[src/rtl/alu_share_arb.sv]
// Round-robin arbiter that shares one external 16-bit ALU between two requesters through an
// issue/result register pipeline, returning tagged results and tracking per-requester N/Z/V flags.
module alu_share_arb (
  input  logic        clk,
  input  logic        rst_n,
  input  logic        req0_valid,
  output logic        req0_ready,
  input  logic [3:0]  req0_opcode,
  input  logic [15:0] req0_a,
  input  logic [15:0] req0_b,
  input  logic        req1_valid,
  output logic        req1_ready,
  input  logic [3:0]  req1_opcode,
  input  logic [15:0] req1_a,
  input  logic [15:0] req1_b,
  output logic [15:0] alu_in1,
  output logic [15:0] alu_in2,
  output logic [3:0]  alu_op,
  input  logic [15:0] alu_out,
  input  logic        alu_zero,
  input  logic        alu_err,
  output logic        rsp_valid,
  input  logic        rsp_ready,
  output logic        rsp_id,
  output logic [15:0] rsp_data,
  output logic        rsp_zero,
  output logic        rsp_err,
  output logic [2:0]  flags0,
  output logic [2:0]  flags1
);

  localparam logic [3:0] OpAdd = 4'b0000;
  localparam logic [3:0] OpSub = 4'b0001;
  localparam logic [3:0] OpXor = 4'b0010;
  localparam logic [3:0] OpSll = 4'b0100;
  localparam logic [3:0] OpSra = 4'b0101;
  localparam logic [3:0] OpRor = 4'b0110;

  logic        iss_valid_q, iss_id_q;
  logic [3:0]  iss_op_q;
  logic [15:0] iss_a_q, iss_b_q;
  logic        res_valid_q, res_id_q, res_zero_q, res_err_q;
  logic [15:0] res_data_q;
  logic        last_q;
  logic [2:0]  flags0_q, flags0_d, flags1_q, flags1_d;

  logic res_adv, iss_adv, iss_free;
  logic grant1, accept;
  logic [2:0] cur_flags, new_flags;

  always_comb begin
    res_adv  = res_valid_q & rsp_ready;
    iss_adv  = iss_valid_q & (~res_valid_q | res_adv);
    iss_free = ~iss_valid_q | iss_adv;
    // On a tie the port that did not win last time is granted.
    grant1   = req1_valid & (~req0_valid | ~last_q);
    accept   = (req0_valid | req1_valid) & iss_free;
    req0_ready = req0_valid & ~grant1 & iss_free;
    req1_ready = grant1 & iss_free;
  end

  always_comb begin
    flags0_d  = flags0_q;
    flags1_d  = flags1_q;
    cur_flags = iss_id_q ? flags1_q : flags0_q;
    new_flags = cur_flags;
    case (iss_op_q)
      OpAdd, OpSub:               new_flags = {alu_out[15], alu_zero, alu_err};
      OpXor, OpSll, OpSra, OpRor: new_flags = {cur_flags[2], alu_zero, cur_flags[0]};
      default:                    new_flags = cur_flags;
    endcase
    if (iss_adv) begin
      if (iss_id_q) flags1_d = new_flags;
      else          flags0_d = new_flags;
    end
  end

  always_ff @(posedge clk or negedge rst_n) begin
    if (!rst_n) begin
      iss_valid_q <= 1'b0;
      iss_id_q    <= 1'b0;
      iss_op_q    <= 4'h0;
      iss_a_q     <= 16'h0;
      iss_b_q     <= 16'h0;
      last_q      <= 1'b1;
    end else if (accept) begin
      iss_valid_q <= 1'b1;
      iss_id_q    <= grant1;
      iss_op_q    <= grant1 ? req1_opcode : req0_opcode;
      iss_a_q     <= grant1 ? req1_a : req0_a;
      iss_b_q     <= grant1 ? req1_b : req0_b;
      last_q      <= grant1;
    end else if (iss_adv) begin
      iss_valid_q <= 1'b0;
    end
  end

  always_ff @(posedge clk or negedge rst_n) begin
    if (!rst_n) begin
      res_valid_q <= 1'b0;
      res_id_q    <= 1'b0;
      res_data_q  <= 16'h0;
      res_zero_q  <= 1'b0;
      res_err_q   <= 1'b0;
      flags0_q    <= 3'b000;
      flags1_q    <= 3'b000;
    end else begin
      flags0_q <= flags0_d;
      flags1_q <= flags1_d;
      if (iss_adv) begin
        res_valid_q <= 1'b1;
        res_id_q    <= iss_id_q;
        res_data_q  <= alu_out;
        res_zero_q  <= alu_zero;
        res_err_q   <= alu_err;
      end else if (res_adv) begin
        res_valid_q <= 1'b0;
      end
    end
  end

  assign alu_in1   = iss_a_q;
  assign alu_in2   = iss_b_q;
  assign alu_op    = iss_op_q;
  assign rsp_valid = res_valid_q;
  assign rsp_id    = res_id_q;
  assign rsp_data  = res_data_q;
  assign rsp_zero  = res_zero_q;
  assign rsp_err   = res_err_q;
  assign flags0    = flags0_q;
  assign flags1    = flags1_q;

endmodule
[config.mk]
export PLATFORM = sky130hd
export DESIGN_NAME = alu_share_arb
export DESIGN_NICKNAME = d
export VERILOG_FILES = /design/src/rtl/alu_share_arb.sv
export SDC_FILE = /design/constraint.sdc
export NUM_CORES = 1
export LEC_CHECK = 0
export BUFFER_PORTS_ARGS = -buffer_cell sky130_fd_sc_hd__buf_4
export CAP_MARGIN = 20
export CORE_AREA = 2 2 83 85
export CTS_BUF_LIST = sky130_fd_sc_hd__clkbuf_4 sky130_fd_sc_hd__clkbuf_8
export CTS_CLUSTER_SIZE = 25
export DETAILED_ROUTE_END_ITERATION = 8
export DIE_AREA = 0 0 85 87
export GPL_TIMING_DRIVEN = 0
export PLACE_DENSITY = 0.81
export RECOVER_POWER = 100
export SLEW_MARGIN = 0
export SYNTH_ARGS = -nofsm -noshare
export SYNTH_HDL_FRONTEND = slang
export SYNTH_SLANG_ARGS = --single-unit
[constraint.sdc]
create_clock -name clk -period 1.5 [get_ports clk]
set_input_delay 0.225 -clock clk [delete_from_list [all_inputs] [get_ports clk]]
set_output_delay 0.225 -clock clk [all_outputs]
set_load 0.05 [all_outputs]
# Word-level counts from Yosys, hierarchy flattened
# Index checks and enable logic that the tools add are counted.
# W data, S select, Z words.
[word_totals]
regBits = 65
inputBits = 95
output_inout_bits = 64
word_cells = 51
[classes]
n_eq_ne = 5
n_mux = 9
n_bitwise = 17
n_reduce_logical = 7
[ops]
columns = ["cell", "n"]
rows = [
  ["$mux W16", 2],
  ["$eq A4 B3 Y1 const B", 3],
  ["$and A1 B1 Y1", 7],
  ["$not A1 Y1", 6],
  ["$pmux W3 S2", 1],
  ["$eq A4 B1 Y1 const B", 1],
  ["$eq A4 B2 Y1 const B", 1],
  ["$logic_not A4 Y1", 1],
  ["$mux W1", 4],
  ["$mux W4", 1],
  ["$or A1 B1 Y1", 4],
  ["$reduce_and A2 Y1", 2],
  ["$reduce_bool A2 Y1", 2],
  ["$reduce_or A4 Y1", 1],
  ["$mux W3", 1],
  ["$reduce_or A2 Y1", 1],
]

# Depth between registers and ports, before layout
# Gate-level depths: netlist of the first run.
[logic_depth]
ltp_word = 6
ltp_mapped = 6
ltp_nobuf = 3

# Worst setup path before layout of the first run
# Ideal clock, no wire load.
[synth_path]
path_type = "register to register"
startpoint = "register res_valid_q (netlist: rsp_valid)"
endpoint = "register iss_id_q"
setup_ps = 184
arrival_time_ps = 2073
required_ps = 1316
slack_ps = -757
path_stages_with_launch = 4
n_path_buf = 0
synth_period_minus_slack_ps = 2257
path_cell_list = "dfrtp_1 -> nand3b_4 -> nor3b_1 -> nor2_1"
[synth_via]
elab_chain_len = 5
elab_cells_between_ends = 6
cone_classes = "6 x bitwise"
[synth_rtl]
columns = ["item", "line", "source"]
rows = [
  ["from (decl)", "42", "logic res_valid_q, res_id_q, res_zero_q, res_err_q;"],
  ["from (signal assigned)", "100", "res_valid_q <= 1'b0;"],
  ["from (signal assigned)", "111", "res_valid_q <= 1'b1;"],
  ["from (signal assigned)", "117", "res_valid_q <= 1'b0;"],
  ["$and A1 B1 Y1 or $not A1 Y1 (tied branches)", "52, 53", ""],
  ["$or A1 B1 Y1 (*)", "53", "iss_adv = iss_valid_q & (~res_valid_q | res_adv);"],
  ["$and A1 B1 Y1 (*)", "53", ""],
  ["$or A1 B1 Y1 (*)", "54", "iss_free = ~iss_valid_q | iss_adv;"],
  ["$and A1 B1 Y1 (*)", "57", "accept = (req0_valid | req1_valid) & iss_free;"],
  ["to (signal assigned)", "88", "iss_id_q <= grant1;"],
  ["to (decl)", "39", "logic iss_valid_q, iss_id_q;"],
]
# Mark *: on every way between the ends. The rest lies on a longest branch, timed or not.
# A chain may end at the register's enable or synchronous reset.

# Final worst setup path of the first run
[layout_path]
startpoint = "register last_q"
endpoint = "output port req1_ready"
[layout_via]
elab_chain_len = 4
[layout_rtl]
columns = ["item", "line", "source"]
rows = [
  ["from (decl)", "44", "logic last_q;"],
  ["from (signal assigned)", "92", "last_q <= grant1;"],
  ["$not A1 Y1", "56", "grant1 = req1_valid & (~req0_valid | ~last_q);"],
  ["$or A1 B1 Y1", "56", ""],
  ["$and A1 B1 Y1", "56", ""],
  ["$and A1 B1 Y1", "59", "req1_ready = grant1 & iss_free;"],
  ["to (decl)", "12", "output logic req1_ready,"],
]
# No other way between the ends.

==> run_results.csv, run 1 <==
group,metric,value,unit
synthesis,yosys_warnings,0,
sta,final_hold_viol_count,0,
route,drc,0,
worst_setup_path,r2r_slack,-0.04,ns
clock_tree,clkLatencyLatePin,0.33,ns
synthesis,synthCells,210,
route,drt-total-wl,8837,um
route,first_iter_violations,99,
placement,portBuffers,158,
sta,setup_viol,23,
final_layout,multi_input_area,1242,um^2
placement,dp_cells,448,
final_layout,design_area,4493,um^2
floorplan,die_x,85,um
worst_setup_path,r2r-end,"alu_in1[0]",
synthesis,avgSynthCellArea,13.88,um^2
pwr,p_per_area,1427,nW/um^2
clock_tree,h-tree-depth,3,
worst_setup_path,cp.required,1.27,ns
synthesis,synth_seq_area_share,55.84,%
clock_tree,numCtsBuffers,9,
floorplan,ios,159,
clock_tree,clk_pin_slew,0.07,ns
synthesis,synth_seq_cells,65,
worst_setup_path,timing.rr.start,"last_q",
synthesis,yosysUniqueCellTypes,31,
sta,setup_tns,-0.4790,ns
clock_tree,root_buffer,"clkbuf_8",
sta,layout_min_cycle_time,1.590,ns
placement,placed_area,4217,um^2
synthesis,synth_edf_count,0,
pwr,design_power_total,6.411,mW
run_status,violations,"negative setup slack",
sta,max_clock_freq,0.6289,GHz
worst_setup_path,r2r_cells,6,
floorplan,rows,30,
final_layout,seq_area,1629,um^2
route,via_per_inst,5.512,
sta,worstMarginPinSlew,1.437,ns
synthesis,synth-async-reset-ratio,100.0,%
hold_path,hold_class,"primary input to flop",
pwr,ir_drop,0.8344,mV
global_route,track_usage,23.02,%
floorplan,dieHeight,87,um
sta,post-route-period-util,106.0,%
route,vias,2585,
run,drv_cap,0,
hold_path,min_to,"last_q",
sta,rsz0062_at_grt,"yes",
hold_path,holdPathStages,2,
sta,hold-worst-slack,0.08589,ns
floorplan,start_util,44.38,%
sta,fin_ws,-0.09004,ns
final_layout,fillCellCount,544,
sta,skew,0.006719,ns
worst_setup_path,worstPathArrival,1.37,ns
global_route,antenna_found_initial,0,
clock_tree,clk_path_buf_depth,2,
worst_setup_path,crit_fanout,3,
sta,slew_violations,0,
worst_setup_path,crit_path_end_kind,"output port",
hold_path,hp-start,"req0_valid",
route,drt_pass1_iterations,4,
global_route,grt_first_pass_wirelength,13150,um
synthesis,synth_area,2915,um^2
final_layout,insertedDiodeCount,0,
global_route,grt_max_degree,66,
final_layout,layout.nets,482,
floorplan,core,6569,um^2
final_layout,drive_gt1_share,64.27,%
clock_tree,cts_sinks,65,
placement,gp_congestion,0.7567,
synthesis,yosys.area.top_type_share,54.94,%
route,wl_per_cell,18.84,um
route,ant_nets,0,
clock_tree,ctsHoldBuffers,0,
synthesis,synthFlopType,"dfrtp_1",
global_route,grt_pass1_vias,2591,
sta,relSlewSlack,4.184,%
synthesis,yosys.area.top_type,"dfrtp_1",
synthesis,synthesis.nets,305,
worst_setup_path,critPathLaunchType,"flop",
clock_tree,cts_tree,"done",
synthesis,synthTopCellsByArea,"dfrtp_1 (55%), o32ai_1 (11%), a2bb2oi_1 (10%)",
final_layout,final_cells,469,
global_route,grt-ovfl-total,0,
placement,dpl.hpwl,6138,um
pwr,cellLeakagePower,2.083,nW
worst_setup_path,worstSetupPathType,"flop to output port",
final_layout,areaGrowthSynthToFinish,54.12,%
run_status,status,"finished with violations",
floorplan,die_area,7395,um^2
what timing repair did:
| item | CTS | global route |
|---|---|---|
| cloned | 0 | 2 |
| pin swaps | 4 | 16 |
| endpoints found under the setup margin | 12 | 41 |
| buffers inserted | 8 | 1 |
| gates resized for setup | 10 | 26 |
cell usage in the layout, fill, tap and decap left out, drive strengths merged, types with 2 or more instances in the layout:
cell / count
clkbuf: 83
a2bb2oi: 35
nor2: 4
mux2: 25
nor2b: 2
nand3: 2
o32ai: 36
nand2: 3
a21oi: 2
buf: 118
dfrtp: 64
nand4: 2
inv: 2
cells in the mapped netlist (all sizes together), types with 2 or more instances:
cell / n
nand4: 2
mux2: 25
dfrtp: 64
a2bb2oi: 35
nor2: 4
nand2: 3
nor2b: 2
o32ai: 36
inv: 2
nand3: 2
a21oi: 2
clkbuf: 4
buf: 18
logic make-up (layout without fill, tap and decap cells):
group                  count (synthesis)  after routing  share of synthesized area (%)
DFF                                   65             65                          55.84
muxes                                 25             25                          9.657
buffers and inverters                 24            203                          6.652
and+or+nand+nor                       19             19                          4.807
AOI/OAI and AO/OA                     77             77                          23.05
per-stage QoR:
step                worst slack, ns  util (%)
detailed placement         -0.01306     64.19
CTS                        -0.08667     67.98
global route                -0.1374     68.40
floorplan                  0.009197         -
global placement           -0.02159     64.19
finish                     -0.09004     68.40
layer usage:
layer / track usage, % / wire length, um / vias to the layer above
met4: 9.957 / 184 / 0
met3: 4.360 / 360 / 14
met5: 0 / 0 / -
met2: 38.64 / 4727 / 80
li1: - / - / 1194
met1: 29.22 / 3564 / 1297
worst max-delay path, stage by stage, from the launching register on:
cell,delay [ns]
dfstp_2,0.57
a21bo_1,0.17
buf_12,0.12
nor2_4,0.03
buf_8,0.15
sequential cells by signal, summed over array words and instances (netlist names), 3 cells and up:
| name | cells |
|---|---|
| alu_in1 | 16 |
| flags1 | 3 |
| flags0 | 3 |
| alu_in2 | 16 |
| alu_op | 4 |
| rsp_data | 16 |
worst max path at each step:
stage	cells past startpoint	endpoint	from
floorplan	4	req1_ready	rsp_valid
global placement	5	alu_in1[11]	iss_valid_q
detailed placement	5	alu_in1[13]	iss_valid_q
CTS	4	req1_ready	last_q
global route	3	req0_ready	last_q
finish	4	req1_ready	last_q
report_power, final:
group          switching [mW]  internal [mW]
logic                    1.83          0.938
registers               0.211           2.10
clock network           0.604          0.727
cell type report:
type / instances / area share (%)
flip-flops and latches: 65 / 36.26
multi-input cells: 121 / 27.65
repair buffers: 169 / 26.09
clock buffers: 13 / 3.843
plain buffers: 19 / 3.759
well taps: 80 / 2.228
inverters: 2 / 0.1671
Note: power is estimated with default switching activity, not from simulation.
==> inputs of run 2 (changes only) <==
- CORE_AREA: 2 2 83 85 -> 2 2 93 77
- DIE_AREA: 0 0 85 87 -> 0 0 95 79
- PLACE_DENSITY: 0.81 -> 0.8
==> run 2 against run 1 <==
Against the previous run:
- the flow still finishes with violations (negative setup slack)
- flip-flop and latch count did not move
- critical path type unchanged
- largest cell class unchanged
- sequential share of layout area rose by 0.62 points
- die area increased by 1.5%
- critical path depth is 1 lower
- global-route usage shrank 1.4 points
- non-clock buffer count shrank 4
- largest power group unchanged
- worst hold slack better by 0.0044 ns
- fmax increased by 1.0%
- final area fell by 1.7%
- total power grew 2.4%
- clock power increased by 18%
- setup slack gained 0.016 ns
==> run_results.csv, run 2 (same netlist as run 1, synthesis figures left out) <==
group,metric,value,unit
final_layout,areaGrowthSynthToFinish,51.55,%
sta,rsz0062_at_grt,"yes",
placement,portBuffers,158,
clock_tree,cts_sinks,65,
floorplan,die_area,7505,um^2
route,ant_nets,0,
route,drt_pass1_iterations,4,
global_route,grt_max_degree,66,
clock_tree,root_buffer,"clkbuf_8",
placement,dp_slack,0.02385,ns
pwr,cellLeakagePower,2.054,nW
clock_tree,clkLatencyLatePin,0.33,ns
sta,final_hold_viol_count,0,
sta,setup_viol,6,
final_layout,mostFrequentLayoutCell,"buf_4",
global_route,grt_first_pass_wirelength,12420,um
pwr,design_power_total,6.564,mW
clock_tree,ctsHoldBuffers,0,
worst_setup_path,crit_fanout,3,
clock_tree,h-tree-depth,3,
worst_setup_path,critPathSlowestCell,"dfstp_2",
route,vias,2565,
clock_tree,clk_pin_slew,0.07,ns
route,wl_per_cell,17.17,um
global_route,track_usage,21.60,%
final_layout,final_cell_mix,"buf_4 (99), clkbuf_2 (65), dfrtp_1 (63), a2bb2oi_1 (33), o32ai_1 (27)",
worst_setup_path,cp_cell_sequence,"nor2b_4 > nor3b_4 > buf_6",
pwr,ir_drop,1.040,mV
worst_setup_path,cp.required,1.27,ns
worst_setup_path,worstPathArrival,1.35,ns
route,drc,0,
route,drt-total-wl,8139,um
clock_tree,numCtsBuffers,9,
final_layout,drive_gt1_share,61.76,%
global_route,grt_pass1_vias,2527,
floorplan,dieHeight,79,um
worst_setup_path,slowest_delay,0.57,ns
placement,dp_cells,455,
floorplan,ios,159,
run_status,status,"finished with violations",
floorplan,rows,27,
route,via_per_inst,5.411,
run,drv_cap,0,
route,first_iter_violations,114,
sta,worstMarginPinSlew,1.451,ns
clock_tree,cts_tree,"done",
sta,fin_ws,-0.07410,ns
floorplan,start_util,43.81,%
sta,max_clock_freq,0.6353,GHz
pwr,p_per_area,1486,nW/um^2
global_route,antenna_found_initial,0,
worst_setup_path,critPathLaunchType,"flop",
placement,dpl.hpwl,5794,um
placement,gp_congestion,0.7863,
global_route,grt-ovfl-total,0,
worst_setup_path,crit_path_end_kind,"output port",
final_layout,insertedDiodeCount,0,
sta,post-route-period-util,104.9,%
worst_setup_path,worstSetupPathType,"flop to output port",
sta,layout_min_cycle_time,1.574,ns
clock_tree,clk_path_buf_depth,2,
sta,slew_violations,0,
sta,skew,0.008236,ns
hold_path,hold_class,"primary input to flop",
run_status,violations,"negative setup slack",
final_layout,layout.nets,478,
floorplan,die_x,95,um
floorplan,core,6655,um^2
final_layout,final_cells,474,
final_layout,final_core_util,66.38,%
sta,relSlewSlack,3.252,%
==> run 2: cell count changes in the layout (fill, tap and decap cells not counted), moves of 3 or more <==
cell,change
a2bb2oi_1,+4
a2bb2oi_2,-4
buf_4,-3
o32ai_1,+5
o32ai_2,-6
==> run 2: routing by layer <==
layer  wire length (um)  global-route usage, %  part of all wire (%)
met1               3563                  28.38                    44
met2               3955                  35.32                    49
met3                562                  5.218                   6.9
met4                 58                  6.957                  0.71
met5                  0                      0                     0
==> run 2: power breakdown <==
| group | internal, mW | switching (mW) |
|---|---|---|
| clock | 0.938 | 0.637 |
| combinational | 0.882 | 1.80 |
| sequential | 2.10 | 0.212 |
| total | 3.92 | 2.64 |
==> run 2: worst max-delay path: cells and delay by family, from the launching register on <==
kind                   cells  cell delay [ns]
AND/OR/NAND/NOR            2             0.26
flip-flops                 1             0.57
buffers and inverters      1             0.19
==> run 2: cell type report <==
class | count | area, um^2
fill | 534 | 2237
sequential | 65 | 1629
multi-input combinational | 121 | 1199
timing repair buffer | 165 | 1096
clock buffer | 13 | 178.9
buffer | 19 | 163.9
tap | 87 | 108.9
clock inverter | 2 | 35.03
inverter | 2 | 7.507
==> run 2: final timing paths <==
path / startpoint / to / slack, ns / cells past startpoint
worst min register to register: rsp_data[13] / rsp_data[13] / 0.51 / 1
max in group asynchronous: rst_n / rsp_valid / 0.30 / 1
worst max register to register: last_q / alu_in1[15] / -0.01 / 5
worst min-delay path: req0_valid / last_q / 0.09 / 2
min in group asynchronous: rst_n / rsp_err / 0.24 / 1
worst max-delay path: last_q / req0_ready / -0.07 / 3
==> run 2: per-stage QoR <==
step / area [um^2] / setup TNS [ns] / hold slack (ns)
CTS: 4493 / -0.1606 / 0.01021
global route: 4418 / -2.238 / 0.08776
floorplan: 2930 / 0 / -0.07059
global placement: 4225 / 0 / 0.3662
finish: 4418 / -0.1164 / 0.09027
detailed placement: 4225 / 0 / 0.3758
==> run 2: what timing repair did <==
action                     CTS  global route
buffers inserted             5             2
hold endpoints to repair     0             0
resized for setup            6            15
pin swaps                    3             6
setup endpoints to repair    2            34
==> inputs of run 3 (changes only) <==
- SKIP_LAST_GASP: default -> 1
==> run 3 against run 2 <==
Against the previous run:
- the run still ends with negative setup slack left
- total power fell by 0.11%
- worst hold slack got worse by 0.0014 ns
- first-iteration DRC count fell by 6.1%
- largest power group unchanged
==> run_results.csv, run 3 (same netlist as run 1, synthesis figures left out) <==
group,metric,value,unit
sta,final_hold_viol_count,0,
placement,portBuffers,158,
worst_setup_path,worstSetupPathType,"flop to output port",
placement,placed_area,4225,um^2
worst_setup_path,crit_fanout,3,
hold_path,hp-start,"req0_valid",
worst_setup_path,r2r_slack,-0.03,ns
sta,worstMarginPinSlew,1.442,ns
global_route,track_usage,21.52,%
final_layout,design_area,4393,um^2
sta,post-route-period-util,105.0,%
sta,fin_ws,-0.07570,ns
route,via_per_inst,5.364,
route,first_iter_violations,107,
global_route,grt_pass1_vias,2520,
run_status,violations,"negative setup slack",
pwr,internal_power,3.923,mW
worst_setup_path,r2r_cells,5,
floorplan,rows,27,
global_route,grt_max_degree,66,
floorplan,ios,159,
final_layout,final_cells,475,
clock_tree,root_buffer,"clkbuf_8",
final_layout,final_cell_mix,"buf_4 (100), clkbuf_2 (64), dfrtp_1 (63), o32ai_1 (34), a2bb2oi_1 (32)",
floorplan,die_x,95,um
pwr,p_switching,2.634,mW
final_layout,insertedDiodeCount,0,
clock_tree,clk_pin_slew,0.07,ns
sta,setup_viol,4,
route,vias,2548,
pwr,pwr-share-comb,40.7,%
route,drt_pass1_iterations,4,
worst_setup_path,timing.rr.start,"last_q",
route,ant_nets,0,
sta,max_clock_freq,0.6346,GHz
worst_setup_path,critPathLaunchType,"flop",
clock_tree,clk_path_buf_depth,2,
sta,slew_violations,0,
run_status,status,"finished with violations",
worst_setup_path,worstPathArrival,1.35,ns
sta,relSlewSlack,3.895,%
clock_tree,ctsHoldBuffers,0,
global_route,grt-ovfl-total,0,
pwr,cellLeakagePower,2.052,nW
final_layout,drive_gt1_share,60.31,%
pwr,power.share.clock,24.1,%
hold_path,holdPathStages,2,
route,wl_per_cell,16.92,um
final_layout,final_core_util,66.01,%
final_layout,mostFrequentLayoutCell,"buf_4",
floorplan,dieHeight,79,um
worst_setup_path,critPathLaunch,"last_q",
worst_setup_path,crit_path_end_kind,"output port",
floorplan,core,6655,um^2
floorplan,start_util,43.81,%
sta,rsz0062_at_grt,"yes",
global_route,antenna_found_initial,0,
hold_path,min_to,"last_q",
pwr,ir_drop,0.7058,mV
clock_tree,cts_tree,"done",
sta,skew,0.009101,ns
clock_tree,clkLatencyLatePin,0.33,ns
pwr,p_seq_share,35.2,%
final_layout,layout.nets,479,
route,drc,0,
route,drt-total-wl,8038,um
hold_path,hold_class,"primary input to flop",
placement,gp_congestion,0.7863,
pwr,p_sw_share,40.17,%
placement,dp_cells,455,
clock_tree,cts_sinks,65,
placement,dpl.hpwl,5794,um
global_route,grt_first_pass_wirelength,12340,um
run,drv_cap,0,
clock_tree,h-tree-depth,3,
worst_setup_path,r2r-end,"alu_op[1]",
sta,layout_min_cycle_time,1.576,ns
worst_setup_path,cp.required,1.27,ns
clock_tree,numCtsBuffers,9,
final_layout,areaGrowthSynthToFinish,50.69,%
sta,setup_tns,-0.1800,ns
floorplan,die_area,7505,um^2
pwr,p_per_area,1492,nW/um^2
run 3: cell count changes in the layout (fill, tap and decap cells not counted), sizes merged:
cell / before / now
buf: 114 / 115
run 3: worst max path at each step:
stage	end	cells after the start
2_1_floorplan	req1_ready	4
3_3_place_gp	alu_in1[10]	5
3_5_place_dp	alu_in1[0]	5
4_1_cts	req0_ready	3
5_1_grt	req1_ready	4
6_report	req0_ready	3
run 3: metrics by stage:
stage / hold slack, ns / setup slack (ns) / total power, mW
finish: 0.08890 / -0.07570 / 6.556
global route: 0.07999 / -0.1235 / 6.851
CTS: 0.01021 / -0.08354 / 6.786
detailed placement: 0.3758 / 0.02385 / 5.163
global placement: 0.3662 / 0.02375 / 5.111
floorplan: -0.07059 / 0.009197 / 4.186
run 3: power groups by stage:
stage | sequential [mW] | combinational [mW] | clock (mW)
final | 2.31 | 2.67 | 1.58
after global routing | 2.35 | 2.80 | 1.70
after global placement | 2.33 | 2.78 | 0
after floorplan | 3.48 | 0.705 | 0
after CTS | 2.32 | 2.86 | 1.62
after detailed placement | 2.34 | 2.82 | 0
run 3: timing repair:
action,in CTS,in global routing
pin swaps,2,12
gates cloned,0,1
buffers inserted,5,1
resized for setup,5,7
endpoints found under the setup margin,2,34
run 3: worst max-delay path: stages, from the launching register on:
cell     delay [ns]
dfstp_2        0.57
nor2b_4        0.06
nor3b_4        0.20
buf_6          0.19
run 3: layer usage:
metal  GRT usage (%)  routed length (um)  vias up
met5               0                   0        -
met4           6.957                  79        0
met3           5.408                 579        8
met2           34.96                3875      106
met1           28.32                3504     1247
li1                -                   -     1187
run 3: area by class of cell:
cell class | instances | area, um^2
buffer | 20 | 180.2
clock buffer | 13 | 178.9
clock inverter | 2 | 35.03
fill | 546 | 2262
inverter | 2 | 7.507
multi-input combinational | 121 | 1137
sequential | 65 | 1629
tap | 87 | 108.9
timing repair buffer | 165 | 1116
